## config.mk

```make
export PLATFORM = sky130hd
export DESIGN_NAME = bram_ccff_loader
export DESIGN_NICKNAME = d
export VERILOG_FILES = /design/src/rtl/bram_cfg_pkg.sv /design/src/rtl/bram_ccff_bitser.sv /design/src/rtl/bram_ccff_loader.sv
export SDC_FILE = /design/constraint.sdc
export NUM_CORES = 1
export LEC_CHECK = 0
export ABC_CLOCK_PERIOD_IN_PS = 3100
export CORE_MARGIN = 5
export CORE_UTILIZATION = 41
export DETAILED_ROUTE_END_ITERATION = 10
export DONT_BUFFER_PORTS = 1
export HOLD_SLACK_MARGIN = 0.12
export MAX_ROUTING_LAYER = met4
export PLACE_DENSITY_LB_ADDON = 0.1
export SETUP_SLACK_MARGIN = 0.1
export SYNTH_ARGS = -nofsm -noshare
export SYNTH_HDL_FRONTEND = slang
export SYNTH_HIERARCHICAL = 1
export SYNTH_SLANG_ARGS = --single-unit
```

## constraint.sdc

```tcl
create_clock -name prog_clock -period 3.1 [get_ports prog_clock]
set_input_delay 0.62 -clock prog_clock [delete_from_list [all_inputs] [get_ports prog_clock]]
set_output_delay 0.62 -clock prog_clock [all_outputs]
set_load 0.02 [all_outputs]
```

## src/rtl/bram_cfg_pkg.sv

```systemverilog
// ============================================================================
// Module   : bram_cfg_pkg
// Brief    : Shared types and defaults for BRAM configuration-chain blocks.
// Revision : 1.0 - initial release
// ============================================================================
`default_nettype none

package bram_cfg_pkg;

    localparam int C_CHAIN_LEN = 81;
    localparam int C_WORD_W    = 32;

    typedef enum logic [2:0] {
        ST_IDLE  = 3'd0,
        ST_FETCH = 3'd1,
        ST_SHIFT = 3'd2,
        ST_PUSH  = 3'd3,
        ST_DONE  = 3'd4
    } state_t;

endpackage

`default_nettype wire

```

## src/rtl/bram_ccff_bitser.sv

```systemverilog
// ============================================================================
// Module   : bram_ccff_bitser
// Brief    : Word serialiser for the config chain plus readback capture.
// Revision : 1.0 - initial release
// ============================================================================
`default_nettype none

module bram_ccff_bitser
    import bram_cfg_pkg::*;
#(
    parameter int WORD_W = C_WORD_W,
    parameter int CNT_W  = $clog2(C_WORD_W + 1)
) (
    input  logic              clk,
    input  logic              rst_n,
    input  logic              load,
    input  logic [WORD_W-1:0] load_data,
    input  logic [CNT_W-1:0]  load_bits,
    input  logic              shift_en,
    input  logic              tail,
    output logic              head,
    output logic              last_bit,
    output logic [WORD_W-1:0] rb_data
);

    logic [WORD_W-1:0] r_word;
    logic [WORD_W-1:0] r_rb;
    logic [CNT_W-1:0]  r_cnt;
    logic [CNT_W-1:0]  r_bits;

    // Readback is cleared on load so bits beyond a short final word stay 0.
    always_ff @(posedge clk or negedge rst_n) begin
        if (!rst_n) begin
            r_word <= '0;
            r_rb   <= '0;
            r_cnt  <= '0;
            r_bits <= '0;
        end else if (load) begin
            r_word <= load_data;
            r_rb   <= '0;
            r_cnt  <= '0;
            r_bits <= load_bits;
        end else if (shift_en) begin
            r_word <= r_word >> 1;
            r_rb   <= r_rb | (WORD_W'(tail) << r_cnt);
            r_cnt  <= r_cnt + CNT_W'(1);
        end
    end

    assign head     = r_word[0];
    assign last_bit = (r_cnt == (r_bits - CNT_W'(1)));
    assign rb_data  = r_rb;

endmodule

`default_nettype wire

```

## src/rtl/bram_ccff_loader.sv

```systemverilog
// ============================================================================
// Module   : bram_ccff_loader
// Brief    : Streams bitstream words into the BRAM mode config chain and
//            returns the displaced chain bits as readback words.
// Revision : 1.0 - initial release
// ============================================================================
`default_nettype none

module bram_ccff_loader
    import bram_cfg_pkg::*;
#(
    parameter int CHAIN_LEN = C_CHAIN_LEN,
    parameter int WORD_W    = C_WORD_W
) (
    input  logic              prog_clock,
    input  logic              prog_reset_n,
    input  logic              start,
    input  logic              abort,
    input  logic [WORD_W-1:0] wr_data,
    input  logic              wr_valid,
    output logic              wr_ready,
    output logic [WORD_W-1:0] rd_data,
    output logic              rd_valid,
    input  logic              rd_ready,
    output logic              config_enable,
    output logic              ccff_head,
    input  logic              ccff_tail,
    output logic              busy,
    output logic              done,
    output logic              aborted
);

    localparam int REM_W = $clog2(CHAIN_LEN + 1);
    localparam int CNT_W = $clog2(WORD_W + 1);

    state_t            r_state;
    state_t            w_next;
    logic [REM_W-1:0]  r_remaining;
    logic              r_run;
    logic              r_aborted;
    logic              w_take_abort;
    logic              w_load;
    logic              w_shift;
    logic              w_last_bit;
    logic              w_head;
    logic [CNT_W-1:0]  w_bits;

    // Holds the FSM in IDLE for one edge after reset release.
    always_ff @(posedge prog_clock or negedge prog_reset_n) begin
        if (!prog_reset_n) r_run <= 1'b0;
        else               r_run <= 1'b1;
    end

    always_ff @(posedge prog_clock or negedge prog_reset_n) begin
        if (!prog_reset_n) begin
            r_state     <= ST_IDLE;
            r_remaining <= '0;
            r_aborted   <= 1'b0;
        end else begin
            r_state   <= w_next;
            r_aborted <= w_take_abort;
            if (r_state == ST_IDLE && w_next == ST_FETCH)
                r_remaining <= REM_W'(CHAIN_LEN);
            else if (w_shift)
                r_remaining <= r_remaining - REM_W'(1);
        end
    end

    assign w_bits = (int'(r_remaining) >= WORD_W) ? CNT_W'(WORD_W) : CNT_W'(r_remaining);

    // Abort outranks every other action, including the shift in its own cycle.
    always_comb begin
        w_next        = r_state;
        w_load        = 1'b0;
        w_shift       = 1'b0;
        wr_ready      = 1'b0;
        rd_valid      = 1'b0;
        config_enable = 1'b0;
        w_take_abort  = abort && (r_state != ST_IDLE);
        if (w_take_abort) begin
            w_next = ST_IDLE;
        end else begin
            case (r_state)
                ST_IDLE: begin
                    if (start && r_run) w_next = ST_FETCH;
                end
                ST_FETCH: begin
                    wr_ready = 1'b1;
                    if (wr_valid) begin
                        w_load = 1'b1;
                        w_next = ST_SHIFT;
                    end
                end
                ST_SHIFT: begin
                    config_enable = 1'b1;
                    w_shift       = 1'b1;
                    if (w_last_bit) w_next = ST_PUSH;
                end
                ST_PUSH: begin
                    rd_valid = 1'b1;
                    if (rd_ready) w_next = (r_remaining == '0) ? ST_DONE : ST_FETCH;
                end
                ST_DONE: begin
                    w_next = ST_IDLE;
                end
                default: begin
                    w_next = ST_IDLE;
                end
            endcase
        end
    end

    bram_ccff_bitser #(
        .WORD_W (WORD_W),
        .CNT_W  (CNT_W)
    ) u_bitser (
        .clk       (prog_clock),
        .rst_n     (prog_reset_n),
        .load      (w_load),
        .load_data (wr_data),
        .load_bits (w_bits),
        .shift_en  (w_shift),
        .tail      (ccff_tail),
        .head      (w_head),
        .last_bit  (w_last_bit),
        .rb_data   (rd_data)
    );

    assign ccff_head = config_enable & w_head;
    assign busy      = (r_state != ST_IDLE);
    assign done      = (r_state == ST_DONE);
    assign aborted   = r_aborted;

endmodule

`default_nettype wire

```

# [Word level (Yosys, flattened, before mapping)]
# Index checks and enable logic that the tools add are counted.
[totals] latchBits=0 register_bits=88 n_memories=0 in_bits=39 wordCells=54 romBits=0 output_inout_bits=39 ram_bits=0
[classes] div_mod_pow=0 reduce_logical=8 muxes=25 n_bitwise=2 n_mul=0 order_cmp=1 add_sub_neg=3 eq_ne=6 shifts=1
[op_table] operator="2-to-1 mux 32 bit" count=4
[op_table] operator="bitwise OR 32 bit" count=1
[op_table] operator="<< shifter 1 x 6 -> 32 bit" count=1
[op_table] operator="2-to-1 mux 3 bit" count=6
[op_table] operator="2-to-1 mux 6 bit" count=3
[op_table] operator="2-to-1 mux 7 bit" count=2
[op_table] operator="case mux 3 bit (4 select lines)" count=1
[op_table] operator="2-to-1 mux 1 bit" count=9
[op_table] operator=">= comparator 7 x 6 -> 1 bit, second input constant" count=1
[op_table] operator="zero test 7 bit" count=1
[op_table] operator="subtractor 7 x 1 -> 7 bit, second input constant" count=1
[op_table] operator="adder 6 x 1 -> 6 bit, second input constant" count=1
[op_table] operator="== test 3 x 1 -> 1 bit, second input constant" count=2
[op_table] operator="== test 3 x 2 -> 1 bit, second input constant" count=2
[op_table] operator="== test 6 bit" count=1
[op_table] operator="subtractor 6 x 1 -> 6 bit, second input constant" count=1
[op_table] operator="nonzero test 2 bit" count=2
[op_table] operator="== test 3 bit, second input constant" count=1
[op_table] operator="logical AND 1 bit" count=3
[op_table] operator="zero test 3 bit" count=1
[op_table] operator="nonzero test 3 bit" count=1
[op_table] operator="bitwise AND 1 bit" count=1

# [Depth between registers and ports, before layout]
# Gate-level depths: netlist of run 1.
[logic_depth] word_depth=8 depth_mapped=9 ltp_nobuf=9

# [Cells and area by module]
# Netlist of run 1, hierarchy kept.
[by_module_without_submodules] mod="bram_ccff_bitser" n_inst=1 cells_each=321 seq_area_each_um2=1901.8 area_per_inst_um2=3320.7
[by_module_without_submodules] mod="bram_ccff_loader" n_inst=1 cells_each=72 seq_area_each_um2=300.3 area_per_inst_um2=659.4

# [Worst setup path before layout of run 1]
# Ideal clock, no wire load.
[synth_path] kind="input -> register" start="input port abort" end="register u_bitser.r_word[0]" path_slack_ns=0.724 required_time_ns=2.967 path_buffers=3 t_arrival_ns=2.243 setup_ns=0.133 stages=7 path_cell_list="or4b_1 buf_2 inv_2 buf_2 buf_2 mux2i_1 o21ai_0"
[synth_between] elab_chain_cells=3 word_cells_on_any_way=5 cone_classes="mux: 3; reduce/logical: 2"
[synth_lines] item="start, declared" line_no="bram_ccff_loader.sv:18" text="input logic abort,"
[synth_lines] item="logical AND 1 bit" line_no="bram_ccff_loader.sv:79" text="w_take_abort = abort && (r_state != ST_IDLE);"
[synth_lines] item="2-to-1 mux 1 bit"
[synth_lines] item="via config_enable" line_no="bram_ccff_loader.sv:25" text="output logic config_enable,"
[synth_lines] item="nonzero test 2 bit (no source line)"
[synth_lines] item="end signal, assigned" line_no="bram_ccff_bitser.sv:39" text="r_word <= load_data;"
[synth_lines] item="end signal, assigned" line_no="bram_ccff_bitser.sv:44" text="r_word <= r_word >> 1;"
[synth_lines] item="end, declared" line_no="bram_ccff_bitser.sv:26" text="logic [WORD_W-1:0] r_word;"
# The timed path passes the listed nets, and every way through them passes these cells.
# A chain may end at the register's enable or synchronous reset.

# [Worst setup path in the final report of run 1]
[layout_path] start="register r_state[0]" end="output port config_enable"
[layout_between] elab_chain_cells=3 word_cells_on_any_way=5 cone_classes="eq/ne: 1; mux: 2; reduce/logical: 2"
[layout_lines] item="start, declared" line_no="bram_ccff_loader.sv:36" text="state_t r_state;"
[layout_lines] item="start signal, assigned" line_no="bram_ccff_loader.sv:60" text="r_state <= w_next;"
[layout_lines] item="== test 3 x 2 -> 1 bit / nonzero test 3 bit (equally long branches)" line_no="bram_ccff_loader.sv:83, bram_ccff_loader.sv:79"
[layout_lines] item="2-to-1 mux 1 bit / logical AND 1 bit (equally long branches)" line_no="bram_ccff_loader.sv:83, bram_ccff_loader.sv:79"
[layout_lines] item="2-to-1 mux 1 bit (*)" line_no="bram_ccff_loader.sv:80" text="if (w_take_abort) begin"
[layout_lines] item="end, declared" line_no="bram_ccff_loader.sv:25"
# Every way passes the cells marked *; elsewhere a longest branch is shown, timed or not.

==> results.sh, run 1 <==
export IMPL_status="finished, final reports clean"
export IMPL_io_pin_count=78
export IMPL_critPathCapture="config_enable"
export IMPL_cts_tree="done"
export IMPL_grt_pass1_wl_mm=13.8
export IMPL_cp_data_arrival_time_ns=2.01
export IMPL_ir_drop_mv=0.272
export IMPL_drtIter0Drc=203
export IMPL_yosysWarnings=6
export IMPL_post_route_drc_count=0
export IMPL_dr_pass1_iters=4
export IMPL_worst_setup_path_type="reg2out"
export IMPL_worstHoldPathType="in2async"
export IMPL_path_max_fanout=14
export IMPL_die_w_um=109
export IMPL_reg2regPathDepth=6
export IMPL_synth_common_cells="dfrtp_1, nor2_1, nand2_1"
export IMPL_seq_area_frac_synth=0.553
export IMPL_finalHoldViolCount=0
export IMPL_start_util=0.413
export IMPL_synth_compound_area_frac=0.111
export IMPL_yosysUniqueCellTypes=44
export IMPL_dominantRegCellSynth="dfrtp_1"
export IMPL_clkLatencyLatePin_ns=0.36
export IMPL_maxSlewHeadroom=0.496
export IMPL_clock_root_buffer="clkbuf_8"
export IMPL_cts_clk_slew_worst_paths_ns=0.09
export IMPL_ys_ff_latch=88
export IMPL_wirelength_mm=8.55
export IMPL_fill_cells=955
export IMPL_synthAdderAreaFrac=0.00943
export IMPL_rows=36
export IMPL_timing_rr_end="u_bitser/rb_data[10]$_DFFE_PN0P_"
export IMPL_fin_tns_setup_ns=0
export IMPL_rsz0062_at_grt="false"
export IMPL_p_leak_nw=1.90
export IMPL_end_kind="output port"
export IMPL_wl_per_cell_um=16.2
export IMPL_max_slew_worst_pin_slew_ns=0.751
export IMPL_antenna_found_initial=0
export IMPL_synth_avg_cell_area_um2=10.1
export IMPL_grt_pass1_vias=2682
export IMPL_yosys_area_share_xor_xnor=0.0286
export IMPL_synth_edf_count=0
export IMPL_finalSetupViolCount=0
export IMPL_cap_viol_max_count=0
export IMPL_drv_slew=0
export IMPL_power_density_mw_per_mm2=731
export IMPL_cts_buffers=9
export IMPL_crit_start="r_state[0]$_DFF_PN0_"
export IMPL_async_flop_share=1.00
export IMPL_period_minus_slack_ns=2.63
export IMPL_clock_path_buffers=2
export IMPL_synthSimpleGateAreaFrac=0.168
export IMPL_nets=432
export IMPL_die_height_um=109
export IMPL_place_inst=511
export IMPL_ctsResizeCount=0
export IMPL_ant_nets=0
export IMPL_muxShareOfSynthArea=0.0943
export IMPL_syn_inst=393
export IMPL_fin_skew_ns=0.0151
export IMPL_die_area_mm2=0.0118
export IMPL_grt_max_degree=111
export IMPL_r2r_start="r_state[0]$_DFF_PN0_"
export IMPL_diodes=0
export IMPL_vias=2700
export IMPL_syn_nets=435
export IMPL_dp_hpwl_mm=5.59
export IMPL_syn_area_mm2=0.00398
export IMPL_synth_top_family_by_area="simple AND/OR/NAND/NOR gates"
export IMPL_synth_top_area_cell="dfrtp_1"
export IMPL_grt_overflow=0
export IMPL_cts_sinks=88
export IMPL_worst_r2r_setup_slack_ns=0.76
export IMPL_startpoint_type="flop"
export IMPL_place_gp_congestion=0.758
export IMPL_ctsHtreeMaxLevel=3
export IMPL_layout_drive_gt1_share=0.0888
export IMPL_synth_most_common_cell="dfrtp_1"
export IMPL_area_delta_synth_final_pct=10.1
export IMPL_post_drt_via_cell_ratio=5.12
export IMPL_grt_usage=0.155
export IMPL_synth_area_leaders="dfrtp_1, mux2i_1, o21ai_0"
export IMPL_synth_top_area_share=0.553
export IMPL_core_area_mm2=0.00964
export IMPL_max_freq_ghz=0.381
export IMPL_stdcell_count=527
export IMPL_placement_io_buffers=0
export IMPL_period_share=0.848
export IMPL_required_ns=2.48
[sequential cells by signal (all words and copies together) (netlist names)]
register,flops
r_run,1
r_remaining,7
aborted,1
u_bitser/r_cnt,6
u_bitser/r_word,32
r_state,3
u_bitser/rb_data,32
u_bitser/r_bits,6
[stage by stage]
stage / cell area [µm²] / utilization / worst slack, ns / power [mW] / hold slack [ns]
after floorplan: 3980 / - / 0.724 / 2.11 / 0.324
after global placement: 4120 / 0.427 / 0.623 / 2.24 / 0.328
after detailed placement: 4120 / 0.427 / 0.567 / 2.26 / 0.328
after CTS: 4380 / 0.455 / 0.444 / 3.25 / 0.178
after global routing: 4380 / 0.455 / 0.368 / 3.42 / 0.186
final: 4380 / 0.455 / 0.473 / 3.20 / 0.150
[layout by cell type (no fill, tap or decap), drive strengths merged, types with 2 or more instances in the layout]
master	count
a21oi	35
a31oi	2
and2	5
buf	8
bufinv	3
clkbuf	9
dfrtp	88
ha	3
inv	11
mux2	4
mux2i	33
nand2	44
nand2b	3
nand3b	3
nand4	3
nor2	47
nor3	9
nor3b	5
nor4	2
o21ai	40
or3	4
or4	2
or4b	2
xnor2	7
xor2	6
[worst min path at each step]
stage	start	endpoint	slack [ns]	cells after the start
after floorplan	prog_reset_n	aborted$_DFF_PN0_	0.32	0
after global placement	prog_reset_n	aborted$_DFF_PN0_	0.33	0
after detailed placement	prog_reset_n	r_remaining[6]$_DFFE_PN0P_	0.33	0
after CTS	prog_reset_n	r_remaining[6]$_DFFE_PN0P_	0.18	1
after global routing	prog_reset_n	r_remaining[5]$_DFFE_PN0P_	0.19	1
final	prog_reset_n	r_remaining[6]$_DFFE_PN0P_	0.15	1
[critical path, stage by stage, from the launching register on]
cell	delay (ns)
dfrtp_1	0.46
or4b_1	0.71
inv_2	0.19
buf_4	0.29
[metal layers]
metal	global-route usage	vias up	wire [µm]
li1	-	1337	-
met1	0.212	1297	4180
met2	0.217	54	3660
met3	0.0490	12	576
met4	0.0514	0	124
met5	-	-	0
[report_power, final]
| part | internal (mW) | switching (mW) | total, mW |
|---|---|---|---|
| registers | 1.40 | 0.222 | 1.62 |
| clock network | 0.538 | 0.415 | 0.953 |
| logic | 0.282 | 0.346 | 0.628 |
| total | 2.22 | 0.983 | 3.20 |
[layout make-up]
class / count / area [µm²] / area share
clock inverter: 6 / 115 / 0.0263
tap: 133 / 166 / 0.0380
clock buffer: 9 / 124 / 0.0283
sequential: 88 / 2200 / 0.503
multi-input combinational: 274 / 1650 / 0.376
timing repair buffer: 8 / 92.6 / 0.0211
inverter: 9 / 33.8 / 0.00771
[kinds of logic after synthesis]
group,Yosys count
mux,37
flops,88
other cells,1
xor+xnor,13
simple gates,137
buf+inv,31
compound gates,83
fa+ha+maj,3
[repair_timing]
item	4_1_cts	5_1_grt
hold buffers	1	0
endpoints found under the hold margin	88	0
buffers inserted	0	0
Power figures use the tool's default switching activity.
==> inputs of run 2 (changes only) <==
- ABC_AREA: default -> 1
- ABC_CLOCK_PERIOD_IN_PS: 3100 -> 2200
- clock period: 3.1 -> 2.2 ns (I/O delays scaled with it)
==> run 2 against run 1 <==
Compared with the run above:
- the flow now finishes with violations (negative hold slack)
- clock skew down 0.0045 ns
- cell count up 19%
- flip-flop and latch count unchanged
- critical path type unchanged
- highest routed layer unchanged
==> results.sh, run 2 <==
export IMPL_drv_slew=0
export IMPL_syn_nets=528
export IMPL_grt_pass1_vias=3309
export IMPL_cap_viol_max_count=0
export IMPL_vias=3195
export IMPL_dr_pass1_iters=5
export IMPL_crit_buf_inv=1
export IMPL_clock_path_buffers=2
export IMPL_fin_skew_ns=0.0106
export IMPL_core_area_mm2=0.00982
export IMPL_cts_buffers=9
export IMPL_yosysWarnings=6
export IMPL_cp_data_arrival_time_ns=1.48
export IMPL_synth_top_area_cell="dfrtp_1"
export IMPL_required_ns=1.76
export IMPL_post_route_drc_count=0
export IMPL_status="finished with violations"
export IMPL_synth_common_cells="nand2_1, dfrtp_1, nor2_1"
export IMPL_dpl_instance_area_mm2=0.00431
export IMPL_switching_power_mw=2.08
export IMPL_synth_edf_count=0
export IMPL_ir_drop_mv=0.523
export IMPL_diodes=0
export IMPL_period_share=0.874
export IMPL_grt_busiest_layer="met2"
export IMPL_wirelength_mm=9.26
export IMPL_synth_most_common_cell="nand2_1"
export IMPL_end_kind="output port"
export IMPL_io_pin_count=78
export IMPL_die_w_um=111
export IMPL_cp_slowest_cell="dfrtp_1"
export IMPL_cts_clk_slew_worst_paths_ns=0.09
export IMPL_holdWs_ns=-0.231
export IMPL_cts_tree="done"
export IMPL_fin_tns_setup_ns=0
export IMPL_clock_root_buffer="clkbuf_8"
export IMPL_antenna_found_initial=0
export IMPL_power_frac_comb=0.332
export IMPL_dominantRegCellSynth="dfrtp_1"
export IMPL_nets=533
export IMPL_critPathTopFamily="simple AND/OR/NAND/NOR gates"
export IMPL_place_gp_congestion=0.817
export IMPL_internal_power_mw=3.33
export IMPL_startpoint_type="flop"
export IMPL_ys_ff_latch=88
export IMPL_p_seq_frac=0.457
export IMPL_drtIter0Drc=205
export IMPL_yosysUniqueCellTypes=33
export IMPL_placement_io_buffers=0
export IMPL_rsz0062_at_grt="false"
export IMPL_worst_setup_path_type="reg2out"
export IMPL_final_common_cell="nand2_1"
export IMPL_async_flop_share=1.00
export IMPL_die_area_mm2=0.0122
export IMPL_die_height_um=111
export IMPL_start_util=0.423
export IMPL_grtUsageMet1=0.225
export IMPL_dp_hpwl_mm=6.47
export IMPL_grt_overflow=0
export IMPL_ctsHtreeMaxLevel=3
export IMPL_final_util=0.461
export IMPL_grt_usage=0.164
export IMPL_synth_area_leaders="dfrtp_1, nand2_1, nor2_1"
export IMPL_area_delta_synth_final_pct=9.01
export IMPL_finalHoldViolCount=88
export IMPL_power_density_mw_per_mm2=1190
export IMPL_grt_use_met2=0.237
export IMPL_use_met3=0.0394
export IMPL_switching_share=0.384
export IMPL_synth_top_area_share=0.530
export IMPL_rows=36
export IMPL_crit_chain="inv_2 > nand4_4 > nor2_1"
export IMPL_syn_inst=486
export IMPL_path_max_fanout=7
export IMPL_grt_pass1_wl_mm=16.1
export IMPL_synth_avg_cell_area_um2=8.54
export IMPL_clkLatencyLatePin_ns=0.36
export IMPL_post_drt_via_cell_ratio=5.08
export IMPL_period_minus_slack_ns=1.92
export IMPL_worstHoldPathType="in2async"
export IMPL_fill_cells=1038
export IMPL_p_clk_frac=0.211
export IMPL_grt_max_degree=89
export IMPL_wl_per_cell_um=14.7
export IMPL_seq_area_frac_synth=0.530
export IMPL_max_freq_ghz=0.520
export IMPL_ant_nets=0
export IMPL_p_leak_nw=2.17
export IMPL_final_cell_mix="nand2_1, dfrtp_1, inv_1, nor2_1, a21oi_1"
export IMPL_syn_area_mm2=0.00415
export IMPL_finalPower_mw=5.40
export IMPL_violations="negative hold slack"
export IMPL_critical_path_max_stage_delay_ns=0.45
export IMPL_finalSetupViolCount=0
export IMPL_fin_area_mm2=0.00453
export IMPL_cts_sinks=88
export IMPL_layout_drive_gt1_share=0.0968
==> run 2: cell count changes in the layout (fill, tap and decap cells not counted), moves of 25 or more <==
cell,previous run,this run
inv_1,8,63
nand2_1,44,95
mux2i_1,33,0
o21ai_0,40,9
o221ai_1,0,27
nand3_1,1,26
==> run 2: power groups by stage <==
stage / Clock [mW] / Combinational [mW] / Sequential (mW)
global route: 1.25 / 2.11 / 2.54
CTS: 1.18 / 1.81 / 2.47
floorplan: 0 / 1.50 / 2.40
finish: 1.14 / 1.80 / 2.47
global placement: 0 / 1.77 / 2.50
detailed placement: 0 / 1.80 / 2.50
==> run 2: layout make-up <==
cell class / instances / area [µm²] / share of cell area
sequential: 88 / 2200 / 0.487
clock inverter: 4 / 53.8 / 0.0119
clock buffer: 12 / 145 / 0.0321
multi-input combinational: 306 / 1580 / 0.348
tap: 133 / 166 / 0.0368
inverter: 71 / 269 / 0.0594
timing repair buffer: 15 / 113 / 0.0249
==> run 2: layer usage <==
layer / up-vias / part of all wire
met5: - / 0
met4: 0 / 0.017
met3: 14 / 0.050
met2: 68 / 0.43
met1: 1516 / 0.50
li1: 1597 / -
==> run 2: cell families (layout without fill, tap and decap cells) <==
group | Yosys count | after routing | share of synthesized area
buffers and inverters | 92 | 102 | 0.0931
XOR/XNOR | 5 | 5 | 0.0105
other | 1 | 1 | 0.000903
adder cells (fa/ha/maj) | 3 | 3 | 0.00904
AND/OR/NAND/NOR | 213 | 213 | 0.227
AO/OA/AOI/OAI | 84 | 84 | 0.129
flip-flops | 88 | 88 | 0.530
==> run 2: what timing repair did <==
action                                  CTS  global route
resized for setup                         1             1
endpoints found under the setup margin    1             8
buffers inserted                          0             1
cloned                                    0             0
hold endpoints to repair                 88            88
pin swaps                                 0             1
==> run 2: metrics by stage <==
stage | cells | setup slack, ns
floorplan | 486 | 0.305
global placement | 612 | 0.334
detailed placement | 612 | 0.309
CTS | 628 | 0.101
global route | 629 | 0.165
finish | 629 | 0.276
==> run 2: path summary, 6_finish.rpt <==
| check | end | cells past startpoint | start | slack (ns) |
|---|---|---|---|---|
| hold reg to reg | u_bitser/r_word[0]$_DFFE_PN0P_ | 2 | u_bitser/r_word[0]$_DFFE_PN0P_ | 0.49 |
| setup reg to reg | u_bitser/r_word[29]$_DFFE_PN0P_ | 9 | r_state[1]$_DFF_PN0_ | 0.36 |
| setup / recovery | ccff_head | 3 | r_state[0]$_DFF_PN0_ | 0.28 |
| max in group asynchronous | r_state[1]$_DFF_PN0_ | 0 | prog_reset_n | 2.28 |
| min in group prog_clock | r_state[2]$_DFF_PN0_ | 1 | abort | 0.14 |
| hold / removal | r_remaining[1]$_DFFE_PN0P_ | 0 | prog_reset_n | -0.23 |
==> inputs of run 3 (changes only) <==
- CAP_MARGIN: default -> 20
- CTS_CLUSTER_DIAMETER: default -> 30
- PLACE_DENSITY: default -> 0.57
- PLACE_DENSITY_LB_ADDON: 0.1 -> default
==> run 3 against run 2 <==
Compared with the run above:
- the run still ends with negative hold slack left
- flip-flop and latch count unchanged
- global-route usage decreased by 0.33 points
- register-to-register slack lost 0.07 ns
- via count down 0.31%
- cell count is 0.48% higher
- clock power increased by 6%
- sequential power barely moved
- clock skew decreased by 0.0024 ns
- clock-buffer cell count is 1 lower
- power increased by 2.6%
- critical path type unchanged
==> results.sh, run 3 (synthesis results as in run 2) <==
export IMPL_ir_drop_mv=0.459
export IMPL_max_freq_ghz=0.513
export IMPL_antenna_found_initial=0
export IMPL_grt_pass1_vias=3302
export IMPL_required_ns=1.76
export IMPL_cts_sinks=88
export IMPL_ant_nets=0
export IMPL_dr_pass1_iters=4
export IMPL_ctsHtreeMaxLevel=3
export IMPL_final_cell_mix="nand2_1, dfrtp_1, inv_1, nor2_1, a21oi_1"
export IMPL_grt_overflow=0
export IMPL_cp_data_arrival_time_ns=1.51
export IMPL_path_max_fanout=7
export IMPL_worstHoldPathType="in2async"
export IMPL_grt_usage=0.161
export IMPL_die_height_um=111
export IMPL_clock_root_buffer="clkbuf_8"
export IMPL_vias=3185
export IMPL_finalPower_mw=5.55
export IMPL_finalSetupViolCount=0
export IMPL_die_w_um=111
export IMPL_violations="negative hold slack"
export IMPL_cap_viol_max_count=0
export IMPL_wl_per_cell_um=14.8
export IMPL_p_leak_nw=2.20
export IMPL_fin_skew_ns=0.00822
export IMPL_rsz0062_at_grt="false"
export IMPL_clock_path_buffers=2
export IMPL_io_pin_count=78
export IMPL_holdWs_ns=-0.226
export IMPL_end_kind="output port"
export IMPL_start_util=0.423
export IMPL_stdcell_count=632
export IMPL_clkLatencyLatePin_ns=0.35
export IMPL_core_area_mm2=0.00982
export IMPL_grt_pass1_wl_mm=15.8
export IMPL_drv_slew=0
export IMPL_final_common_cell="nand2_1"
export IMPL_dpl_worst_slack_ns=0.374
export IMPL_post_drt_via_cell_ratio=5.04
export IMPL_place_inst=612
export IMPL_post_route_drc_count=0
export IMPL_layout_drive_gt1_share=0.102
export IMPL_drtIter0Drc=200
export IMPL_status="finished with violations"
export IMPL_placement_io_buffers=0
export IMPL_power_density_mw_per_mm2=1210
export IMPL_diodes=0
export IMPL_die_area_mm2=0.0122
export IMPL_setup_slack_ns=0.252
export IMPL_cts_clk_slew_worst_paths_ns=0.08
export IMPL_finalHoldViolCount=88
export IMPL_cts_buffers=9
export IMPL_cts_tree="done"
export IMPL_grt_max_degree=89
export IMPL_place_gp_congestion=0.857
export IMPL_dp_hpwl_mm=6.50
export IMPL_period_share=0.885
export IMPL_wirelength_mm=9.34
export IMPL_startpoint_type="flop"
export IMPL_rows=36
export IMPL_period_minus_slack_ns=1.95
export IMPL_nets=536
export IMPL_worst_setup_path_type="reg2out"
export IMPL_area_delta_synth_final_pct=10.5
export IMPL_fin_tns_setup_ns=0
run 3: cell count changes in the layout (fill, tap and decap cells not counted):
cell,delta
clkbuf_8,-1
bufinv_16,+1
clkinv_2,+1
buf_6,+1
nor2_2,+1
clkinvlp_4,-1
buf_12,+2
nor2_4,-1
run 3: final cells by class:
type / count / area, µm²
Fill cell: 987 / 5230
Clock buffer: 11 / 131
Multi-Input combinational cell: 306 / 1570
Inverter: 71 / 269
Clock inverter: 5 / 81.3
Tap cell: 133 / 166
Sequential cell: 88 / 2200
Timing Repair Buffer: 18 / 164
run 3: where the power goes:
part	switching [mW]	internal, mW
sequential	0.374	2.09
combinational	1.16	0.713
clock	0.567	0.641
run 3: through the flow:
stage,cell area (µm²),util
5_1_grt,4590,0.467
4_1_cts,4540,0.462
2_1_floorplan,4150,-
3_5_place_dp,4330,0.440
3_3_place_gp,4330,0.440
6_report,4590,0.467
run 3: path summary, 6_finish.rpt:
| kind | from | endpoint | slack [ns] | cells past startpoint |
|---|---|---|---|---|
| max | r_state[1]$_DFF_PN0_ | wr_ready | 0.25 | 3 |
| min | prog_reset_n | r_run$_DFF_PN0_ | -0.23 | 0 |
| max reg2reg | r_state[1]$_DFF_PN0_ | u_bitser/rb_data[11]$_DFFE_PN0P_ | 0.29 | 10 |
| min in group prog_clock | abort | r_state[2]$_DFF_PN0_ | 0.16 | 1 |
| max in group asynchronous | prog_reset_n | u_bitser/r_cnt[3]$_DFFE_PN0P_ | 2.28 | 0 |
| min reg2reg | u_bitser/r_word[0]$_DFFE_PN0P_ | u_bitser/r_word[0]$_DFFE_PN0P_ | 0.50 | 2 |
run 3: timing repair:
item	CTS	global route
buffers inserted	0	4
endpoints found under the setup margin	0	1
endpoints found under the hold margin	88	88
gates resized for setup	0	2
run 3: per-layer routing:
| metal | up-vias | part of all wire | GRT usage |
|---|---|---|---|
| met2 | 74 | 0.47 | 0.245 |
| met4 | 0 | 0.013 | 0.0509 |
| met3 | 12 | 0.050 | 0.0443 |
| met1 | 1495 | 0.47 | 0.209 |
| met5 | - | 0 | - |
| li1 | 1604 | - | - |
run 3: worst max-delay path, cell delays in order (launching register included):
cell	delay (ns)
dfrtp_1	0.45
buf_4	0.19
nor4_1	0.32
buf_4	0.21
